--- src/rtl/cp0_defs.sv ---
`default_nettype none
// +----------------------------------------------------------------------+
// | cp0_defs                                                             |
// | Shared CP0 constants: register addresses, ExcCodes, bit positions.   |
// | Revision: 1.0                                                        |
// +----------------------------------------------------------------------+
package cp0_defs;

  // CP0 register numbers (rd field of mfc0/mtc0)
  localparam logic [4:0] CP0_BADVADDR = 5'd8;
  localparam logic [4:0] CP0_COUNT    = 5'd9;
  localparam logic [4:0] CP0_COMPARE  = 5'd11;
  localparam logic [4:0] CP0_STATUS   = 5'd12;
  localparam logic [4:0] CP0_CAUSE    = 5'd13;
  localparam logic [4:0] CP0_EPC      = 5'd14;

  // ExcCode values
  localparam logic [4:0] EXC_INT  = 5'h00;
  localparam logic [4:0] EXC_ADEL = 5'h04;
  localparam logic [4:0] EXC_ADES = 5'h05;
  localparam logic [4:0] EXC_SYS  = 5'h08;
  localparam logic [4:0] EXC_BP   = 5'h09;
  localparam logic [4:0] EXC_RI   = 5'h0A;
  localparam logic [4:0] EXC_OV   = 5'h0C;

  // Status / Cause bit positions
  localparam int STATUS_IE    = 0;
  localparam int STATUS_EXL   = 1;
  localparam int STATUS_IM_LO = 8;
  localparam int STATUS_IM_HI = 15;
  localparam int STATUS_BEV   = 22;
  localparam int CAUSE_IPSW_LO = 8;
  localparam int CAUSE_IPSW_HI = 9;
  localparam int CAUSE_BD     = 31;

  localparam logic [31:0] EXC_ENTRY_DEFAULT = 32'hBFC0_0380;

  // Source of the faulting address latched into BadVAddr
  typedef enum logic [1:0] {
    BADV_NONE = 2'd0,
    BADV_PC   = 2'd1,
    BADV_ADDR = 2'd2
  } badv_sel_e;

  // Assemble the architectural Status word; BEV is hard-wired to 1
  function automatic logic [31:0] status_pack(input logic [7:0] im,
                                              input logic exl,
                                              input logic ie);
    status_pack = {9'd0, 1'b1, 6'd0, im, 6'd0, exl, ie};
  endfunction

endpackage
`default_nettype wire

--- src/rtl/cp0_timer.sv ---
`default_nettype none
// +----------------------------------------------------------------------+
// | cp0_timer                                                            |
// | Count/Compare timer: Count advances every other cycle, timer_int     |
// | latches on Count == Compare (Compare != 0) until Compare is written. |
// | Revision: 1.0                                                        |
// +----------------------------------------------------------------------+
module cp0_timer (
  input  logic        clk,
  input  logic        rst,
  input  logic        count_we_i,
  input  logic        compare_we_i,
  input  logic [31:0] wdata_i,
  output logic [31:0] count_o,
  output logic [31:0] compare_o,
  output logic        timer_int_o
);

  logic        tick_q, tick_d;
  logic [31:0] count_q, count_d;
  logic [31:0] compare_q, compare_d;
  logic        timer_int_q, timer_int_d;

  // Next-state: software writes override the half-rate increment; a
  // Compare write acknowledges the interrupt ahead of a same-cycle match
  always_comb begin
    tick_d      = ~tick_q;
    count_d     = count_q;
    compare_d   = compare_q;
    timer_int_d = timer_int_q;
    if (count_we_i)  count_d = wdata_i;
    else if (tick_q) count_d = count_q + 32'd1;
    if (compare_we_i) begin
      compare_d   = wdata_i;
      timer_int_d = 1'b0;
    end else if ((count_q == compare_q) && (compare_q != 32'd0)) begin
      timer_int_d = 1'b1;
    end
  end

  // Timer state registers
  always_ff @(posedge clk) begin
    if (rst) begin
      tick_q      <= 1'b0;
      count_q     <= 32'd0;
      compare_q   <= 32'd0;
      timer_int_q <= 1'b0;
    end else begin
      tick_q      <= tick_d;
      count_q     <= count_d;
      compare_q   <= compare_d;
      timer_int_q <= timer_int_d;
    end
  end

  assign count_o     = count_q;
  assign compare_o   = compare_q;
  assign timer_int_o = timer_int_q;

endmodule
`default_nettype wire

--- src/rtl/cp0_exception_unit.sv ---
`default_nettype none
// +----------------------------------------------------------------------+
// | cp0_exception_unit                                                   |
// | MEM-stage exception arbiter and CP0 register file (Status, Cause,    |
// | EPC, BadVAddr, Count, Compare) with flush/redirect generation.       |
// | Revision: 1.0                                                        |
// +----------------------------------------------------------------------+
module cp0_exception_unit
  import cp0_defs::*;
#(
  parameter logic [31:0] EXC_ENTRY = EXC_ENTRY_DEFAULT
) (
  input  logic        clk,
  input  logic        rst,
  input  logic        stallM,
  input  logic        validM,
  input  logic        riM,
  input  logic        breakM,
  input  logic        syscallM,
  input  logic        eretM,
  input  logic        overflowM,
  input  logic        adel_fetchM,
  input  logic        adel_dataM,
  input  logic        ades_dataM,
  input  logic        in_delayslotM,
  input  logic [31:0] pcM,
  input  logic [31:0] mem_addrM,
  input  logic        cp0_wenM,
  input  logic [4:0]  cp0_addrM,
  input  logic [31:0] cp0_wdataM,
  input  logic [5:0]  int_i,
  output logic [31:0] cp0_rdataM,
  output logic        exc_flush,
  output logic [31:0] exc_pc,
  output logic [4:0]  exc_code,
  output logic [31:0] epc_o,
  output logic [31:0] status_o,
  output logic [31:0] cause_o,
  output logic        timer_int_o
);

  logic [7:0]  im_q;
  logic        exl_q, ie_q;
  logic [5:0]  ip_hw_q;
  logic [1:0]  ip_sw_q;
  logic        bd_q;
  logic [4:0]  exccode_q;
  logic [31:0] epc_q, badvaddr_q;
  logic [31:0] count_w, compare_w;
  logic        timer_int_w;

  logic        commit_w, int_pending_w, exc_hit_w, exc_take_w, eret_take_w, wr_w;
  logic [4:0]  code_w;
  badv_sel_e   badv_sel_w;

  assign commit_w      = validM & ~stallM & ~rst;
  assign int_pending_w = validM & ie_q & ~exl_q & (|({ip_hw_q, ip_sw_q} & im_q));

  // Fixed-priority exception selection, interrupt highest
  always_comb begin
    exc_hit_w  = 1'b1;
    code_w     = EXC_INT;
    badv_sel_w = BADV_NONE;
    if (int_pending_w)    code_w = EXC_INT;
    else if (adel_fetchM) begin code_w = EXC_ADEL; badv_sel_w = BADV_PC;   end
    else if (riM)         code_w = EXC_RI;
    else if (syscallM)    code_w = EXC_SYS;
    else if (breakM)      code_w = EXC_BP;
    else if (overflowM)   code_w = EXC_OV;
    else if (adel_dataM)  begin code_w = EXC_ADEL; badv_sel_w = BADV_ADDR; end
    else if (ades_dataM)  begin code_w = EXC_ADES; badv_sel_w = BADV_ADDR; end
    else                  exc_hit_w = 1'b0;
  end

  assign exc_take_w  = commit_w & exc_hit_w;
  assign eret_take_w = commit_w & ~exc_hit_w & eretM;
  // A taken exception swallows any mtc0 carried by the same instruction
  assign wr_w        = commit_w & cp0_wenM & ~exc_take_w;

  assign exc_flush = exc_take_w | eret_take_w;
  assign exc_pc    = eret_take_w ? epc_q : EXC_ENTRY;
  assign exc_code  = exc_take_w ? code_w : 5'd0;

  cp0_timer u_timer (
    .clk          (clk),
    .rst          (rst),
    .count_we_i   (wr_w && (cp0_addrM == CP0_COUNT)),
    .compare_we_i (wr_w && (cp0_addrM == CP0_COMPARE)),
    .wdata_i      (cp0_wdataM),
    .count_o      (count_w),
    .compare_o    (compare_w),
    .timer_int_o  (timer_int_w)
  );

  // Status/Cause/EPC/BadVAddr: exception entry and eret beat software writes
  always_ff @(posedge clk) begin
    if (rst) begin
      im_q       <= 8'd0;
      exl_q      <= 1'b0;
      ie_q       <= 1'b0;
      ip_hw_q    <= 6'd0;
      ip_sw_q    <= 2'd0;
      bd_q       <= 1'b0;
      exccode_q  <= 5'd0;
      epc_q      <= 32'd0;
      badvaddr_q <= 32'd0;
    end else begin
      ip_hw_q <= {int_i[5] | timer_int_w, int_i[4:0]};
      if (exc_take_w) begin
        exl_q     <= 1'b1;
        exccode_q <= code_w;
        if (!exl_q) begin
          epc_q <= in_delayslotM ? (pcM - 32'd4) : pcM;
          bd_q  <= in_delayslotM;
        end
        if (badv_sel_w == BADV_PC)   badvaddr_q <= pcM;
        if (badv_sel_w == BADV_ADDR) badvaddr_q <= mem_addrM;
      end else if (eret_take_w) begin
        exl_q <= 1'b0;
      end else if (wr_w) begin
        case (cp0_addrM)
          CP0_STATUS: begin
            im_q  <= cp0_wdataM[STATUS_IM_HI:STATUS_IM_LO];
            exl_q <= cp0_wdataM[STATUS_EXL];
            ie_q  <= cp0_wdataM[STATUS_IE];
          end
          CP0_CAUSE: ip_sw_q <= cp0_wdataM[CAUSE_IPSW_HI:CAUSE_IPSW_LO];
          CP0_EPC:   epc_q   <= cp0_wdataM;
          default:   ;
        endcase
      end
    end
  end

  assign status_o    = status_pack(im_q, exl_q, ie_q);
  assign cause_o     = {bd_q, 15'd0, ip_hw_q, ip_sw_q, 1'b0, exccode_q, 2'b00};
  assign epc_o       = epc_q;
  assign timer_int_o = timer_int_w;

  // mfc0 read mux; unimplemented addresses return 0
  always_comb begin
    case (cp0_addrM)
      CP0_BADVADDR: cp0_rdataM = badvaddr_q;
      CP0_COUNT:    cp0_rdataM = count_w;
      CP0_COMPARE:  cp0_rdataM = compare_w;
      CP0_STATUS:   cp0_rdataM = status_o;
      CP0_CAUSE:    cp0_rdataM = cause_o;
      CP0_EPC:      cp0_rdataM = epc_q;
      default:      cp0_rdataM = 32'd0;
    endcase
  end

endmodule
`default_nettype wire

--- config.mk ---
export PLATFORM = sky130hd
export DESIGN_NAME = cp0_exception_unit
export DESIGN_NICKNAME = d
export VERILOG_FILES = /design/src/rtl/cp0_defs.sv /design/src/rtl/cp0_timer.sv /design/src/rtl/cp0_exception_unit.sv
export SDC_FILE = /design/constraint.sdc
export NUM_CORES = 1
export LEC_CHECK = 0
export BUFFER_PORTS_ARGS = -buffer_cell sky130_fd_sc_hd__buf_4
export CAP_MARGIN = 20
export CORE_MARGIN = 2
export CORE_UTILIZATION = 40
export CTS_CLUSTER_SIZE = 28
export DETAILED_ROUTE_END_ITERATION = 10
export PLACE_DENSITY = 0.76
export SLEW_MARGIN = 20
export SYNTH_ARGS = -nofsm -noshare
export SYNTH_HDL_FRONTEND = slang
export SYNTH_HIERARCHICAL = 1
export SYNTH_SLANG_ARGS = --single-unit
--- constraint.sdc ---
create_clock -name clk -period 4 [get_ports clk]
set_input_delay 1 -clock clk [delete_from_list [all_inputs] [get_ports clk]]
set_output_delay 1 -clock clk [all_outputs]
set_load 0.1 [all_outputs]
==> out/qor.csv <==
stage;metric;value;unit
yosys;synth_cell_types;71;
route;ant_nets;0;
yosys;yosysSeqAreaShare;33.58;%
timing;rsz0062_at_grt;false;
timing;relSlewSlack;35.12;%
place;dpl.hpwl;26.40;mm
yosys;syn_inst;1080;
layout;diodes;0;
layout;layout.cells.non_filler;1595;
setup_path;path_depth;9;
clock_network;clock_sink_count;153;
worst_hold_path;hold_start;exccode_q[2];
yosys;yosysWarnings;6;
route;via_count;9431;
setup_path;endpoint_kind;output pin;
setup_path;timing.rr.end;badvaddr_q[24];
setup_path;reg2regPathDepth;8;
setup_path;required;3.00;ns
global_routing;grt-ovfl-total;0;
global_routing;grt_usage;27.97;%
setup_path;crit_path_start;riM;
timing;worst_pin_slew;0.9733;ns
layout;final_cell_mix;buf_4 (266), dfxtp_1 (153), nor2_1 (143);
place;portBuffers;245;
global_routing;antenna_found_initial;0;
clock_network;cts_setup_buffers;0;
place;dp_cells;1563;
clock_network;cts_made_buffers;17;
layout;final_common_cell;buf_4;
layout;syn_to_final_growth;30.13;%
clock_network;clock_path_buffers;2;
clock_network;clk_latency;0.44;ns
setup_path;path_cells;buf_4 > or3_4 > nand2b_4 > nor2_2 > nand2_1 > nor2_2 > buf_12 > and2_2 > buf_4;
setup_path;critPathTopFamily;simple AND/OR/NAND/NOR gates;
floorplan;core;22500;sq um
run;drv_cap;0;
clock_network;cts.clk_slew.worst_paths;0.06;ns
power;ir_drop;0.0002903;V
timing;fin_crit_sh;96.15;%
setup_path;crit_buf_inv;3;
yosys;synth-edff-count;0;
power;p_leak;4.841;nW
timing;whs;0.4832;ns
timing;period_needed;3.846;ns
layout;layout-drive-gt1-share;27.33;%
timing;hold_viol;0;
route;wirelength;34.96;mm
floorplan;initial_core_util;40.54;%
clock_network;holdBufCountCts;0;
setup_path;cp_slowest_cell;or3_4;
global_routing;met1_usage;39.12;%
floorplan;std_cell_rows;55;
timing;drv_slew;0;
setup_path;slowest_delay;0.40;ns
global_routing;grt_pass1_vias;8532;
setup_path;critical_path_peak_fanout;24;
route;drc;0;
global_routing;grt_max_degree;85;
timing;fin_setup_tns;0;ns
clock_network;cts_tree;done;
clock_network;ctsHtreeMaxLevel;4;
clock_network;cts.repair.resized;0;
setup_path;path_class;in -> out;
yosys;synth.ff_latch_count;153;
route;viasPerCell;5.913;
global_routing;grt.met2_usage;42.39;%
yosys;syn-cell-area;9122;sq um
yosys;syn_avg_cell_area;8.447;sq um
setup_path;start_kind;input pin;
floorplan;num_io_pins;288;
setup_path;cp-endpoint;exc_pc[30];
clock_network;clock-root-buffer;clkbuf_16;
power;p_per_area;347.5;nW/um^2
power;power;4.126;mW
floorplan;die_w;155.0;microns
floorplan;die_h;155.0;microns
setup_path;reg2reg_from;ip_hw_q[5];
setup_path;r2r_slack;1.28;ns
timing;fmax;260.0;MHz
layout;utilization;52.76;%
setup_path;arrival;2.85;ns
route;drtIter0Drc;1463;
global_routing;grt_use_met3;5.042;%
timing;finalClockSkew;0.01330;ns
place;gp_congestion;0.9517;
timing;setup_violations;0;
global_routing;grt_pass1_wl;51.40;mm
yosys;async_flop_share;0;%
route;routedWlPerCell;21.92;microns
global_routing;top_usage_layer;met2;
worst_hold_path;worstHoldPathType;reg -> reg;
layout;nets;1421;
floorplan;dieArea;24030;sq um
yosys;synth_flop_cell;dfxtp_1;
outcome;outcome;finished clean;
route;first_pass_iters;7;
[layer usage]
layer | wire length [microns] | up-vias
met5 | 0 | -
met4 | 1428 | 0
met3 | 3797 | 100
met2 | 15550 | 652
met1 | 14180 | 4405
li1 | - | 4274
[synth_stat cells (all sizes together) (14+ instances only)]
cell type,count,area (sq um)
xor2,45,394.1
nand3,30,155.1
xnor2,41,359.1
nand2b,16,107.6
mux2i,93,930.9
o21ai,22,110.1
clkbuf,55,209.0
nand2,65,244.0
buf,60,426.7
nand4b,14,122.6
nand4,27,190.2
a21oi,19,98.85
dfxtp,153,3063
nor2,146,553.0
nor4,25,192.7
nor3,31,177.7
and2,24,150.1
a211oi,51,387.9
a22oi,73,548.0
[worst min-delay path: cells and delay by family (launching register included)]
kind            cells  cell delay [ns]
flops               1             0.32
simple gates        1             0.06
compound gates      1             0.06
[cell type report]
| cell class | count | area, sq um |
|---|---|---|
| fill | 2059 | 10630 |
| multi-input combinational | 841 | 5643 |
| sequential | 153 | 3063 |
| timing repair buffer | 273 | 2137 |
| clock buffer | 21 | 460.4 |
| tap | 285 | 356.6 |
| clock inverter | 11 | 170.2 |
| inverter | 11 | 41.29 |
[per-stage QoR]
stage / setup WS, ns / area [sq um]
5_1_grt: 0.04198 / 11870
2_1_floorplan: -0.1696 / 9326
6_report: 0.1542 / 11870
3_3_place_gp: 0.2269 / 11230
4_1_cts: 0.1615 / 11870
3_5_place_dp: 0.1732 / 11240
[kinds of logic after synthesis]
kind of cell,count (synthesis),share of synthesized area [%]
buffers and inverters,126,7.420
muxes,93,10.20
DFF,153,33.58
other,2,0.08232
adders and majority gates,3,0.4115
AOI/OAI and AO/OA,204,16.50
xor gates and xnor gates,86,8.257
and+or+nand+nor,413,23.55
[worst min-delay path by stage]
stage                   end  cells after the start
4_1_cts        exccode_q[2]                      2
6_report       exccode_q[2]                      2
3_3_place_gp   exccode_q[2]                      2
5_1_grt        exccode_q[2]                      2
3_5_place_dp   exccode_q[2]                      2
2_1_floorplan          bd_q                      2
[sequential cells by signal, indices dropped and copies added (netlist names)]
name / cells
badvaddr_q: 32
bd_q: 1
epc_o: 32
exccode_q: 4
exl_q: 1
ie_q: 1
im_q: 8
ip_hw_q: 6
ip_sw_q: 2
u_timer/compare_o: 32
u_timer/count_o: 32
u_timer/tick_q: 1
u_timer/timer_int_o: 1
[power breakdown]
group | total, mW | switching (mW) | internal (mW)
sequential | 1.62 | 0.0608 | 1.56
combinational | 0.763 | 0.572 | 0.192
clock | 1.74 | 0.663 | 1.08
total | 4.13 | 1.30 | 2.83
(Power assumes the default switching activity.)
